$ cat src/rtl/a5_keystream_core.sv
// rtl/a5_keystream_core.sv - A5/1 keystream generator: key/frame load, majority warm-up, throttled bit output
module a5_keystream_core #(
    parameter int MIX_CYCLES = 100,
    parameter int BURST_BITS = 228
) (
    input  logic        clk,
    input  logic        reset_n,
    input  logic        start,
    input  logic [63:0] key,
    input  logic [21:0] frame,
    input  logic        lfsr_clk_en,
    output logic        d,
    output logic        d_valid,
    output logic        busy,
    output logic        done
);

    typedef enum logic [2:0] {
        S_IDLE,
        S_KEY,
        S_FRAME,
        S_MIX,
        S_RUN,
        S_DONE
    } state_t;

    state_t      state, state_n;
    logic [18:0] r1, r1_n;
    logic [21:0] r2, r2_n;
    logic [22:0] r3, r3_n;
    logic [7:0]  cnt, cnt_n;
    logic [63:0] key_q, key_n;
    logic [21:0] frame_q, frame_n;
    logic        d_n, d_valid_n, done_n;

    logic        fb1, fb2, fb3, maj;
    logic [18:0] r1_maj;
    logic [21:0] r2_maj;
    logic [22:0] r3_maj;
    logic        out_maj;

    assign fb1 = r1[13] ^ r1[16] ^ r1[17] ^ r1[18];
    assign fb2 = r2[20] ^ r2[21];
    assign fb3 = r3[7] ^ r3[20] ^ r3[21] ^ r3[22];
    assign maj = (r1[8] & r2[10]) | (r1[8] & r3[10]) | (r2[10] & r3[10]);

    // Majority-clocked successor state, shared by MIX and RUN.
    assign r1_maj  = (r1[8]  == maj) ? {r1[17:0], fb1} : r1;
    assign r2_maj  = (r2[10] == maj) ? {r2[20:0], fb2} : r2;
    assign r3_maj  = (r3[10] == maj) ? {r3[21:0], fb3} : r3;
    assign out_maj = r1_maj[18] ^ r2_maj[21] ^ r3_maj[22];

    assign busy = (state == S_KEY) || (state == S_FRAME) || (state == S_MIX) || (state == S_RUN);

    always_ff @(posedge clk or negedge reset_n) begin
        if (!reset_n) begin
            state   <= S_IDLE;
            r1      <= '0;
            r2      <= '0;
            r3      <= '0;
            cnt     <= '0;
            key_q   <= '0;
            frame_q <= '0;
            d       <= 1'b0;
            d_valid <= 1'b0;
            done    <= 1'b0;
        end else begin
            state   <= state_n;
            r1      <= r1_n;
            r2      <= r2_n;
            r3      <= r3_n;
            cnt     <= cnt_n;
            key_q   <= key_n;
            frame_q <= frame_n;
            d       <= d_n;
            d_valid <= d_valid_n;
            done    <= done_n;
        end
    end

    always_comb begin
        logic inj;
        state_n   = state;
        r1_n      = r1;
        r2_n      = r2;
        r3_n      = r3;
        cnt_n     = cnt;
        key_n     = key_q;
        frame_n   = frame_q;
        d_n       = d;
        d_valid_n = 1'b0;
        done_n    = 1'b0;
        inj       = 1'b0;

        case (state)
            S_KEY, S_FRAME: begin
                inj   = (state == S_KEY) ? key_q[cnt[5:0]] : frame_q[cnt[4:0]];
                r1_n  = {r1[17:0], fb1 ^ inj};
                r2_n  = {r2[20:0], fb2 ^ inj};
                r3_n  = {r3[21:0], fb3 ^ inj};
                cnt_n = cnt + 8'd1;
                if (state == S_KEY && cnt == 8'd63) begin
                    state_n = S_FRAME;
                    cnt_n   = '0;
                end else if (state == S_FRAME && cnt == 8'd21) begin
                    state_n = S_MIX;
                    cnt_n   = '0;
                end
            end
            S_MIX: begin
                r1_n  = r1_maj;
                r2_n  = r2_maj;
                r3_n  = r3_maj;
                cnt_n = cnt + 8'd1;
                if (cnt == 8'(MIX_CYCLES - 1)) begin
                    state_n = S_RUN;
                    cnt_n   = '0;
                end
            end
            S_RUN: begin
                if (lfsr_clk_en) begin
                    r1_n      = r1_maj;
                    r2_n      = r2_maj;
                    r3_n      = r3_maj;
                    d_n       = out_maj;
                    d_valid_n = 1'b1;
                    cnt_n     = cnt + 8'd1;
                    if (cnt == 8'(BURST_BITS - 1)) begin
                        state_n = S_DONE;
                        cnt_n   = '0;
                    end
                end
            end
            S_DONE: begin
                done_n  = 1'b1;
                state_n = S_IDLE;
            end
            default: state_n = S_IDLE;
        endcase

        // A start pulse overrides any in-flight step; done from S_DONE is kept.
        if (start) begin
            state_n   = S_KEY;
            key_n     = key;
            frame_n   = frame;
            r1_n      = '0;
            r2_n      = '0;
            r3_n      = '0;
            cnt_n     = '0;
            d_n       = d;
            d_valid_n = 1'b0;
        end
    end

endmodule
$ cat config.mk
export PLATFORM = sky130hd
export DESIGN_NAME = a5_keystream_core
export DESIGN_NICKNAME = d
export VERILOG_FILES = /design/src/rtl/a5_keystream_core.sv
export SDC_FILE = /design/constraint.sdc
export NUM_CORES = 1
export LEC_CHECK = 0
export BUFFER_PORTS_ARGS = -buffer_cell sky130_fd_sc_hd__clkbuf_2
export CORE_MARGIN = 3
export CORE_UTILIZATION = 45
export DETAILED_ROUTE_END_ITERATION = 8
export SKIP_CTS_REPAIR_TIMING = 1
export SYNTH_ARGS = -nofsm -noshare
export SYNTH_HDL_FRONTEND = slang
export SYNTH_SLANG_ARGS = --single-unit
$ cat constraint.sdc
create_clock -name clk -period 5.37 [get_ports clk]
set_input_delay 0.8055 -clock clk [delete_from_list [all_inputs] [get_ports clk]]
set_output_delay 0.8055 -clock clk [all_outputs]
set_load 0.02 [all_outputs]
[After elaboration in Yosys (flattened, before gate mapping)]
Index checks and enable logic that the tools add are counted.
Cells by class
  $lt $le $gt $ge: 2
  add/subtract/negate cells: 1
  muxes and demuxes: 35
  bitwise gates (word level): 18
  reductions and logical operators: 10
  equality and inequality tests: 16
Operator list (number)
  $mux W23: 3
  $pmux W23 S3: 1
  $mux W22: 3
  $pmux W22 S3: 1
  $mux W19: 3
  $pmux W19 S3: 1
  $mux W8: 6
  $pmux W8 S3: 1
  $mux W3: 6
  $xor A1 B1 Y1: 12
  $pmux W3 S3: 1
  $add A8 B1 Y8 const B: 1
  $eq A8 B5 Y1 const B: 1
  $eq A8 B6 Y1 const B: 1
  $eq A8 B7 Y1 const B: 1
  $eq A8 B8 Y1 const B: 1
  $lt A6 B7 Y1 const B: 1
  $mux W1: 7
  $bmux W1 S6: 1
  $eq A3 B2 Y1 const B: 2
  $eq A3 B3 Y1 const B: 2
  $lt A5 B6 Y1 const B: 1
  $ne A3 B2 Y1 const B: 2
  $bmux W1 S5: 1
  other kinds (14): 22
Storage, ports and cells
  flip-flop bits (word level): 164
  bits of input ports: 90

[Depth between registers and ports, before layout]
Gate-level depths: netlist of run 1.
  depth in word-level cells: 8
  gate-level depth with buffers: 10
  mapped depth without buffers: 9

[Least setup slack after synthesis of run 1]
Ideal clock, no wire load.
  path type: flip-flop to flip-flop
  start point: register cnt[0]
  end point: register r2[0]
  arrival time: 2230 ps
  period minus slack after synthesis: 2351 ps
  library setup time: 121 ps
  setup slack: 3019 ps
  stages on the path, launching flop included: 11
  path buffers: 3
  required time: 5249 ps
  path through: dfrtp_1 > buf_6 > buf_2 > buf_4 > mux2i_1 > a22oi_1 > nand3_1 > a21boi_0 > o41ai_4 > xnor2_1 > a22o_1
Between the ends
  cells in the longest elaborated chain, start to end: 6
RTL lines
  start, declared: line 31  | logic [7:0] cnt, cnt_n;
  start signal, assigned: line 72  | cnt <= cnt_n;
  $bmux W1 S6 or $bmux W1 S5 (tied branches): line 97  | inj = (state == S_KEY) ? key_q[cnt[5:0]] : frame_q[cnt[4:0]];
  $mux W1 (implied by the code): line 97
  $mux W1 *: line 97
  $xor A1 B1 Y1 *: line 99  | r2_n = {r2[20:0], fb2 ^ inj};
  $pmux W22 S3 *: line 95  | case (state)
  $mux W22 *: line 142  | if (start) begin
  end signal, assigned: line 70  | r2 <= r2_n;
  end, declared: line 29  | logic [21:0] r2, r2_n;
Mark *: on every way between the ends. The rest lies on a longest branch, timed or not. The select of a mux whose other input is x is not followed.
A chain may end at the register's enable or synchronous reset.

[Worst setup path in the final report of run 1]
  start point: register cnt[1]
  end point: register state[0]
Between the ends
  cells in the longest elaborated chain, start to end: 5
RTL lines
  $eq A8 B6 Y1: line 102  | if (state == S_KEY && cnt == 8'd63) begin
  $logic_and A1 B1 Y1: line 102
  $mux W3: line 102
  $pmux W3 S3: line 95
  $mux W3: line 142
  end signal, assigned: line 68  | state <= state_n;
  end, declared: line 27  | state_t state, state_n;
Several ways; a longest one is shown, not always the timed one.

==> results of run 1 <==
[cells by family after synthesis]
family / synth area share [%]
DFF: 55.5
AOI/OAI and AO/OA: 13.7
muxes: 21.0
and+or+nand+nor: 4.63
buffers and inverters: 2.71
xor gates and xnor gates: 1.54
adders and majority gates: 0.981
[routing by layer]
| metal | vias to the layer above | global-route usage, % |
|---|---|---|
| met5 | - | 0 |
| met4 | 0 | 5.54 |
| met3 | 14 | 4.76 |
| met2 | 104 | 26.5 |
| met1 | 2431 | 24.2 |
| li1 | 2250 | - |
[registers in the layout, summed over array words and instances (netlist names)]
signal and cells:
frame_q 22, cnt 8, key_q 64, r3 23, r1 19, r2 22, done 1, d 1
d_valid 1, state 3
[area by class of cell]
cell class	instances	area [sq um]	share of cell area [%]
Timing Repair Buffer	102	542	6.29
Multi-Input combinational cell	343	3110	36.1
Tap cell	216	270	3.14
Sequential cell	164	4110	47.7
Clock buffer	18	429	4.99
Inverter	7	26.3	0.305
Clock inverter	14	130	1.51
[worst min-delay path by stage]
stage	startpoint	to	slack, ns	depth (start not counted)
2_1_floorplan	r1[10]	r1[11]	0.47	1
6_report	reset_n	key_q[46]	0.32	1
3_5_place_dp	r1[12]	r1[13]	0.48	1
5_1_grt	reset_n	key_q[46]	0.35	1
4_1_cts	reset_n	key_q[46]	0.33	1
3_3_place_gp	r1[15]	r1[16]	0.48	1
[synthesized netlist by cell type (7+ instances only)]
master	number	area [sq um]
dfrtp_1	164	4100
mux2_2	90	1010
a22o_1	58	508
clkbuf_1	36	135
mux2i_1	24	240
nand2_1	20	75.1
o21ai_0	17	85.1
nor2_1	16	60.1
a21oi_1	12	60.1
xnor2_1	10	87.6
a32oi_1	7	61.3
inv_1	7	26.3
mux4_1	7	184
nand3_1	7	35.0
[power breakdown]
| part | switching (mW) | internal [mW] |
|---|---|---|
| logic | 0.139 | 0.163 |
| registers | 0.0586 | 1.32 |
| clock network | 0.505 | 0.642 |
| total | 0.703 | 2.12 |
[critical path: cells and delay by family, from the launching register on]
kind / cells / cell delay (ns)
AOI/OAI and AO/OA: 4 / 0.97
and+or+nand+nor: 3 / 0.88
DFF: 1 / 0.86
adders and majority gates: 1 / 0.35
==> summary.txt, run 1 <==
Critical path
  • Critical path class: reg2reg
  • Max stage delay on crit path: 0.86 ns
  • Slowest cell on crit path: dfrtp_1
  • Worst r2r src: cnt[1]
  • Critical Path Sink: state[0]
  • R2R cell count: 8
  • Crit. Startpoint: cnt[1]
  • Cells along the critical path: ha_1 -> nand3_1 -> nor4_1 -> o22ai_1 -> a22oi_1 -> nand2_1 -> o22a_1 -> o221ai_1
  • Reg2reg setup slack: 2.22 ns
  • Worst Path Arrival: between 3 and 4 ns
  • Critical R2R Capture: state[0]
  • Critical Path Start Type: flop
  • Crit-path max FO: 21
  • Worst setup EP type: flop
  • Worst EP required: 5.71 ns

Route
  • Metal-1 WL: 7030 um
  • Met3 routed WL: 740 um
  • Wire length on met2: 6960 um
  • DRT Pass-1 Iters: 4
  • Drt wl/cell: 17.2 um
  • Vias per cell: between 5 and 6
  • Top layer in use: met4
  • DRT Wirelength: ~15000 um
  • Post-DRT Antenna Nets: 0
  • DRC viols: 0
  • DR vias: about 4800
  • Iter 0 DRT Violations: roughly 280

Die
  • Core Region: 16000 sq um
  • Die Y: roughly 130 um
  • Die footprint: 18000 sq um
  • Starting Density: between 40% and 50%
  • Number of cell rows: 46
  • # IOs: 94
  • Die W: between 100 and 150 um

STA
  • Hold Vio Cnt, Final: 0
  • Final setup TNS: 0 ns
  • Max-slew violation count: 0
  • Setup violators final: 0
  • Worst-margin pin slew: 1.07 ns
  • Hold Slack: 0.315 ns
  • F_max: roughly 0.32 GHz
  • Final setup margin: roughly 2.2 ns
  • Unrepaired setup endpoints after global routing: no
  • Rel. slew slack: 28.5%
  • Crit path time final: about 3.2 ns
  • Final Cycle Share: between 50% and 60%
  • Final worst clock skew: 0.00759 ns

GRT
  • Pin count of the biggest net entering global routing: between 60 and 70
  • First-pass GRT wire length: approximately 25000 um
  • Global route total overflow: 0
  • Tot GR Track Use: between 10% and 20%
  • Initial antenna violation count: 0
  • Vias in the first global route: 4946

Clocking
  • Clk root buf: clkbuf_16
  • Worst-Skew Late Latency: 0.42 ns
  • TritonCTS clock tree: built
  • H-Tree Depth: 4
  • CTS Buffer Depth: 2
  • Clock transition at path regs: approximately 0.07 ns
  • CTS Buf Count: 17
  • Clock sink count: ~160

Logic synthesis
  • Synth async-reset ratio: 100%
  • Seq/Total Area, Yosys: 55.5%
  • Synth Net Count: about 650
  • Synth Register Bits: 164
  • Average size of a mapped cell: 13.3 sq um
  • Distinct cells, synth: 53
  • Post-synth EDFFs: 0
  • Cells after Synth: around 560
  • Cell Area, Synth: between 7000 and 8000 sq um
  • Yosys warns: 0
  • Main synth FF type: dfrtp_1

Final layout
  • Most common cell after layout, fill and taps aside: dfrtp_1
  • Final non-filler cell total: around 860
  • Util after Layout: between 50% and 60%
  • Filler Cell Count: roughly 1400
  • # diodes: 0
  • Share of layout cells above drive strength 1: 36.4%
  • Synth-to-layout area growth: 16.3%
  • Nets: 730
  • Commonest cells after routing, fill and taps aside: 163 x dfrtp_1, 91 x clkbuf_2, 90 x mux2_2
  • Post-route cell area: about 8600 sq um

Power
  • Static Leakage: 3.87 nW
  • Pwr/cell area: approximately 330 nW/um^2
  • VDD IR max: 0.000225 V
  • Overall power: between 2 and 3 mW

Place
  • Placed inst area: 8050 sq um
  • HPWL Detailed: just over 10000 um
  • DP Worst Slack: about 2.3 ns
  • Post-placement cell count: 832
  • I/O Buffers: 93
  • RD Place Congestion: between 0.7 and 0.8

Outcome
  • Outcome: finished, final reports clean

Run
  • Max-cap violation count: 0

Worst hold path
  • Hold Crit Class: in2async
No activity file was read; power rests on OpenSTA's default activity.
==> run 2: changes to the inputs <==
clock period = 3.26 ns   (was 5.37 ns; I/O delays follow)
==> summary.txt, run 2 (same netlist as run 1, synthesis figures left out) <==
Route
  • DRT Wirelength: 15200 um (+2.3%)
  • Iter 0 DRT Violations: 263 (-5.7%)
  • Vias per cell: 5.53 (-0.44%)
  • Post-DRT Antenna Nets: 0 (unchanged)
  • DR vias: 4789 (-0.21%)
  • Drt wl/cell: 17.6 um (+2.0%)
  • DRT Pass-1 Iters: 5 (+1)
  • DRC viols: 0 (unchanged)

Worst hold path
  • Hold Crit Class: in2async

Final layout
  • Biggest register: key_q
  • Commonest cells after routing, fill and taps aside: 163 x dfrtp_1, 91 x clkbuf_2, 90 x mux2_2
  • Post-route cell area: 8640 sq um (+0.39%)
  • # diodes: 0 (unchanged)
  • Largest register FFs: 64 (unchanged)
  • Nets: 733 (+0.41%)
  • Synth-to-layout area growth: 16.8%
  • Most common cell after layout, fill and taps aside: dfrtp_1
  • Filler Cell Count: 1370 (-1.7%)
  • Largest registers: key_q (64), r3 (23)
  • Share of layout cells above drive strength 1: 36.8% (+0.35 points)

STA
  • Worst-margin pin slew: 0.847 ns (-0.222 ns)
  • Final setup TNS: 0 ns (unchanged)
  • Hold Slack: 0.0348 ns (-0.280 ns)
  • Max-slew violation count: 0 (unchanged)
  • Unrepaired setup endpoints after global routing: no
  • Rel. slew slack: 43.3% (+15 points)
  • Hold Vio Cnt, Final: 0 (unchanged)
  • Crit path time final: 3.02 ns (-0.129 ns)
  • F_max: 0.331 GHz (+4.3%)
  • Setup violators final: 0 (unchanged)
  • Final worst clock skew: 0.00967 ns (+0.00208 ns)
  • Final Cycle Share: 92.7% (+34 points)

Clocking
  • CTS Buf Count: 17 (unchanged)
  • Worst-Skew Late Latency: 0.43 ns (about the same)
  • Clk root buf: clkbuf_16
  • CTS Buffer Depth: 2 (unchanged)
  • Clock transition at path regs: 0.06 ns (about the same)
  • H-Tree Depth: 4 (unchanged)
  • Clock sink count: 164 (unchanged)
  • TritonCTS clock tree: built

Power
  • Pwr/cell area: 540 nW/um^2 (+65%)
  • Static Leakage: 3.88 nW (+0.38%)
  • VDD IR max: 0.000403 V (+79%)

Run
  • Max-cap violation count: 0 (unchanged)

Die
  • Die footprint: 18000 sq um (unchanged)
  • Starting Density: 46.2% (unchanged)
  • Die Y: 134 um (unchanged)
  • Die W: 134 um (unchanged)
  • # IOs: 94 (unchanged)
  • Number of cell rows: 46 (unchanged)
  • Core Region: 16000 sq um (unchanged)

GRT
  • Vias in the first global route: 4890 (-1.1%)
  • Global route total overflow: 0 (unchanged)
  • First-pass GRT wire length: 25400 um (+1.9%)
  • Initial antenna violation count: 0 (unchanged)
  • Pin count of the biggest net entering global routing: 70 (+7.7%)
  • Tot GR Track Use: 17.7% (+0.36 points)

Critical path
  • Crit-path max FO: 16 (-24%)
  • R2R cell count: 8 (unchanged)
  • Worst setup EP type: flop
  • Cells along the critical path: ha_1 -> nand3_1 -> nor4_1 -> o22ai_1 -> a22oi_1 -> nand2_1 -> o22a_1 -> o221ai_1
  • Reg2reg setup slack: 0.24 ns (-1.98 ns)
  • Worst r2r src: cnt[1]
  • Max stage delay on crit path: 0.72 ns (-0.14 ns)
  • Critical R2R Capture: state[0]
  • Buf/Inv on CP: 0 (unchanged)
  • Critical Path Start Type: flop
  • Worst Path Arrival: 3.37 ns (-0.12 ns)
  • Critical path class: reg2reg
  • Cell family with most CP delay: compound AO/OA/AOI/OAI gates
  • Worst EP required: 3.61 ns (-2.10 ns)
  • Slowest cell on crit path: dfrtp_1

Place
  • I/O Buffers: 93 (unchanged)
  • Placed inst area: 8080 sq um (+0.44%)
  • HPWL Detailed: 10200 um (about the same)
  • RD Place Congestion: 0.801 (+6.5%)

Outcome
  • Outcome: finished, final reports clean
[run 2: cell count changes in the layout (fill, tap and decap cells not counted), sizes merged]
cell	before	now
clkbuf	109	108
buf	11	14
clkinv	5	4
clkinvlp	5	6
[run 2: per-layer routing]
metal	up-vias	global-route usage (%)	routed length, um
li1	2256	-	-
met1	2410	25.5	7370
met2	109	26.3	6970
met3	14	5.06	744
met4	0	4.98	154
met5	-	0	0
[run 2: worst max-delay path by stage]
stage | start | to | slack (ns) | depth (start not counted)
after global placement | cnt[1] | state[0] | 0.45 | 8
after CTS | cnt[1] | state[0] | 0.31 | 8
after global routing | cnt[1] | state[1] | 0.02 | 8
after floorplan | cnt[0] | r2[0] | 0.91 | 10
after detailed placement | cnt[1] | state[0] | 0.31 | 8
final | cnt[1] | state[0] | 0.24 | 8
[run 2: report_power, final]
| part | internal (mW) | total, mW | switching [mW] |
|---|---|---|---|
| combinational | 0.273 | 0.512 | 0.239 |
| clock | 1.05 | 1.90 | 0.846 |
| sequential | 2.17 | 2.26 | 0.0931 |
| total | 3.49 | 4.67 | 1.18 |
[run 2: area by class of cell]
| cell class | count | area, sq um | share of cell area [%] |
|---|---|---|---|
| Clock buffer | 17 | 425 | 4.92 |
| Clock inverter | 14 | 133 | 1.53 |
| Inverter | 7 | 26.3 | 0.304 |
| Multi-Input combinational cell | 343 | 3110 | 35.9 |
| Sequential cell | 164 | 4110 | 47.5 |
| Tap cell | 216 | 270 | 3.13 |
| Timing Repair Buffer | 105 | 577 | 6.67 |
[run 2: through the flow]
| stage | total power, mW | setup WS, ns | util, % | cells |
|---|---|---|---|---|
| final | 4.67 | 0.237 | 54.0 | 866 |
| after global routing | 4.87 | 0.0160 | 54.0 | 866 |
| after CTS | 4.73 | 0.305 | 54.0 | 866 |
| after detailed placement | 2.81 | 0.314 | 50.5 | 835 |
| after global placement | 2.80 | 0.446 | 50.5 | 835 |
| after floorplan | 2.61 | 0.909 | - | 556 |
==> run 3: changes to the inputs <==
ABC_AREA = 1   (was not set)
CORE_UTILIZATION = 30   (was 45)
CTS_CLUSTER_DIAMETER = 150   (was not set)
==> summary.txt, run 3 <==
Outcome
  • Outcome: finished, final reports clean

Logic synthesis
  • Cell Area, Synth: 7910 sq um (+6.9%)
  • Seq/Total Area, Yosys: 51.9% (-3.6 points)
  • Synth async-reset ratio: 100% (unchanged)
  • Distinct cells, synth: 37 (-30%)
  • Synth Register Bits: 164 (unchanged)
  • Average size of a mapped cell: 8.49 sq um (-36%)
  • Area leader, netlist: dfrtp_1
  • Post-synth EDFFs: 0 (unchanged)
  • Yosys warns: 0 (unchanged)
  • Main synth FF type: dfrtp_1
  • Commonest cells in the netlist: 273 x nand2_1, 164 x dfrtp_1, 136 x inv_1
  • Synth top area share: 51.9% (-3.6 points)
  • Cell with the most instances after synthesis: nand2_1
  • Synth top area cells: dfrtp_1 52%, nand2_1 13%, inv_1 6.5%
  • Cells after Synth: 932 (+68%)
  • Synth Net Count: 1027 (+58%)

Power
  • Net load switching power: 2.18 mW (+85%)
  • Sequential power share: 38.6% (-9.8 points)
  • Static Leakage: 4.51 nW (+16%)
  • Logic pwr share: 29.0% (+18 points)
  • Pint: 3.98 mW (+14%)
  • VDD IR max: 0.000296 V (-27%)
  • Clk pwr share: 32.4% (-8.3 points)
  • Pwr/cell area: 668 nW/um^2 (+24%)
  • Switching share of power: 35.4% (+10 points)

STA
  • Final Cycle Share: 76.6% (-16 points)
  • Max-slew violation count: 0 (unchanged)
  • Unrepaired setup endpoints after global routing: no
  • Hold Vio Cnt, Final: 0 (unchanged)
  • Crit path time final: 2.50 ns (-0.525 ns)
  • Final setup TNS: 0 ns (unchanged)
  • Worst-margin pin slew: 0.776 ns (-0.0715 ns)
  • Final worst clock skew: 0.0114 ns (+0.00172 ns)
  • F_max: 0.400 GHz (+21%)
  • Rel. slew slack: 48.3% (+5.0 points)
  • Setup violators final: 0 (unchanged)

Final layout
  • Commonest cells after routing, fill and taps aside: 273 x nand2_1, 163 x dfrtp_1, 136 x inv_1
  • Nets: 1099 (+50%)
  • Filler Cell Count: 2652 (+94%)
  • Most common cell after layout, fill and taps aside: nand2_1
  • Final non-filler cell total: 1347 (+56%)
  • Synth-to-layout area growth: 16.4%
  • Biggest register: key_q
  • Share of layout cells above drive strength 1: 17.5% (-19 points)
  • Util after Layout: 36.1% (-18 points)
  • # diodes: 0 (unchanged)
  • Largest register FFs: 64 (unchanged)
  • Largest registers: key_q (64), r3 (23)

Critical path
  • Cells along the critical path: inv_2 -> nor3_2 -> nor2_2 -> inv_2 -> nand2_2 -> inv_2 -> a21oi_4 -> inv_1 -> nand2_1 -> o31ai_1
  • Worst EP required: 3.54 ns (-0.07 ns)
  • R2R cell count: 10 (+2)
  • Slowest cell on crit path: a21oi_4
  • Most frequent CP cell: inv_2
  • Critical R2R Capture: r2[19]
  • Worst Path Arrival: 2.78 ns (-0.59 ns)
  • Reg2reg setup slack: 0.76 ns (+0.52 ns)
  • Max stage delay on crit path: 0.48 ns (-0.24 ns)
  • Critical path class: reg2reg
  • Crit-path max FO: 19 (+3)
  • Worst setup EP type: flop
  • Worst r2r src: state[2]
  • Critical Path Start Type: flop

Die
  • Die Y: 168 um (+25%)
  • Die W: 168 um (+25%)
  • # IOs: 94 (unchanged)
  • Core Region: 25500 sq um (+60%)
  • Die footprint: 28400 sq um (+57%)
  • Starting Density: 31.0% (-15 points)
  • Number of cell rows: 58 (+26%)

Clocking
  • H-Tree Depth: 4 (unchanged)
  • CTS Buf Count: 17 (unchanged)
  • Clk root buf: clkbuf_16
  • CTS Buffer Depth: 2 (unchanged)
  • Worst-Skew Late Latency: 0.43 ns (about the same)
  • Clock transition at path regs: 0.06 ns (about the same)
  • TritonCTS clock tree: built
  • Clock sink count: 164 (unchanged)

Route
  • Drt wl/cell: 14.1 um (-20%)
  • DRT Wirelength: 19000 um (+24%)
  • DRC viols: 0 (unchanged)
  • DR vias: 6316 (+32%)
  • DRT Pass-1 Iters: 5 (unchanged)
  • Vias per cell: 4.69 (-15%)
  • Iter 0 DRT Violations: 585 (+120%)
  • Post-DRT Antenna Nets: 0 (unchanged)

Worst hold path
  • Hold Crit Class: in2async

GRT
  • Vias in the first global route: 6332 (+29%)
  • Pin count of the biggest net entering global routing: 92 (+31%)
  • Global route total overflow: 0 (unchanged)
  • First-pass GRT wire length: 32000 um (+26%)
  • Tot GR Track Use: 13.8% (-3.8 points)
  • Initial antenna violation count: 0 (unchanged)

Place
  • RD Place Congestion: 0.808 (+0.87%)
  • HPWL Detailed: 13200 um (+29%)
  • Post-placement cell count: 1315 (+57%)
  • I/O Buffers: 93 (unchanged)

Run
  • Max-cap violation count: 0 (unchanged)
-- run 3: cell types whose count changed after synthesis, moves of 18 or more --
cell,change
nand3_1,+54
mux2_2,-89
inv_1,+129
o32ai_1,+36
a22o_1,-58
mux2i_1,-24
nand2_1,+253
clkbuf_1,-18
o21ai_0,+70
-- run 3: how the worst max path moves through the flow --
stage | startpoint | to | slack, ns | cells after the start
finish | state[2] | r2[19] | 0.76 | 10
global route | state[2] | r2[20] | 0.48 | 10
CTS | state[2] | r2[19] | 0.77 | 10
detailed placement | state[2] | r2[19] | 0.78 | 10
global placement | state[2] | r2[19] | 0.86 | 10
floorplan | r2[10] | d | 1.41 | 7
-- run 3: layout make-up --
type,instances,area [sq um],area share (%)
Inverter,148,558,6.06
Clock inverter,9,95.1,1.03
Sequential cell,164,4110,44.6
Timing Repair Buffer,105,577,6.26
Clock buffer,23,498,5.40
Tap cell,330,413,4.48
Multi-Input combinational cell,568,2970,32.2
-- run 3: power by group through the flow --
stage | combinational (mW) | clock, mW | sequential, mW
finish | 1.78 | 1.99 | 2.38
global route | 2.02 | 2.13 | 2.40
CTS | 1.79 | 2.03 | 2.38
detailed placement | 1.78 | 0 | 2.41
global placement | 1.77 | 0 | 2.41
floorplan | 1.39 | 0 | 2.37
-- run 3: layer usage --
metal / wire [um] / vias up / global-route usage, % / share of wire, %
met4: 283 / 0 / 3.88 / 1.5
li1: - / 3159 / - / -
met1: 9470 / 3013 / 20.1 / 50
met5: 0 / - / 0 / 0
met3: 818 / 20 / 3.55 / 4.3
met2: 8400 / 124 / 20.5 / 44
-- run 3: critical path, delay by kind of cell, from the launching register on --
kind	cells	cell delay, ns
and+or+nand+nor	4	0.74
buffers and inverters	4	0.64
AOI/OAI and AO/OA	2	0.54
DFF	1	0.42
-- run 3: logic make-up (layout without fill, tap and decap cells) --
logic type	Yosys count	count (layout)	synth area share (%)
compound gates	180	180	15.8
xor+xnor	11	11	1.22
fa+ha+maj	5	5	0.791
mux	1	1	0.142
buf+inv	200	285	10.6
flops	164	164	51.9
simple gates	371	371	19.6
-- run 3: stage by stage --
stage	hold WS [ns]	setup slack [ns]	total power [mW]	instance area, sq um
floorplan	0.193	1.41	3.76	7910
global placement	0.454	0.864	4.18	8620
detailed placement	0.459	0.783	4.20	8620
CTS	0.136	0.768	6.21	9210
global route	0.161	0.479	6.55	9210
finish	0.0859	0.761	6.16	9210
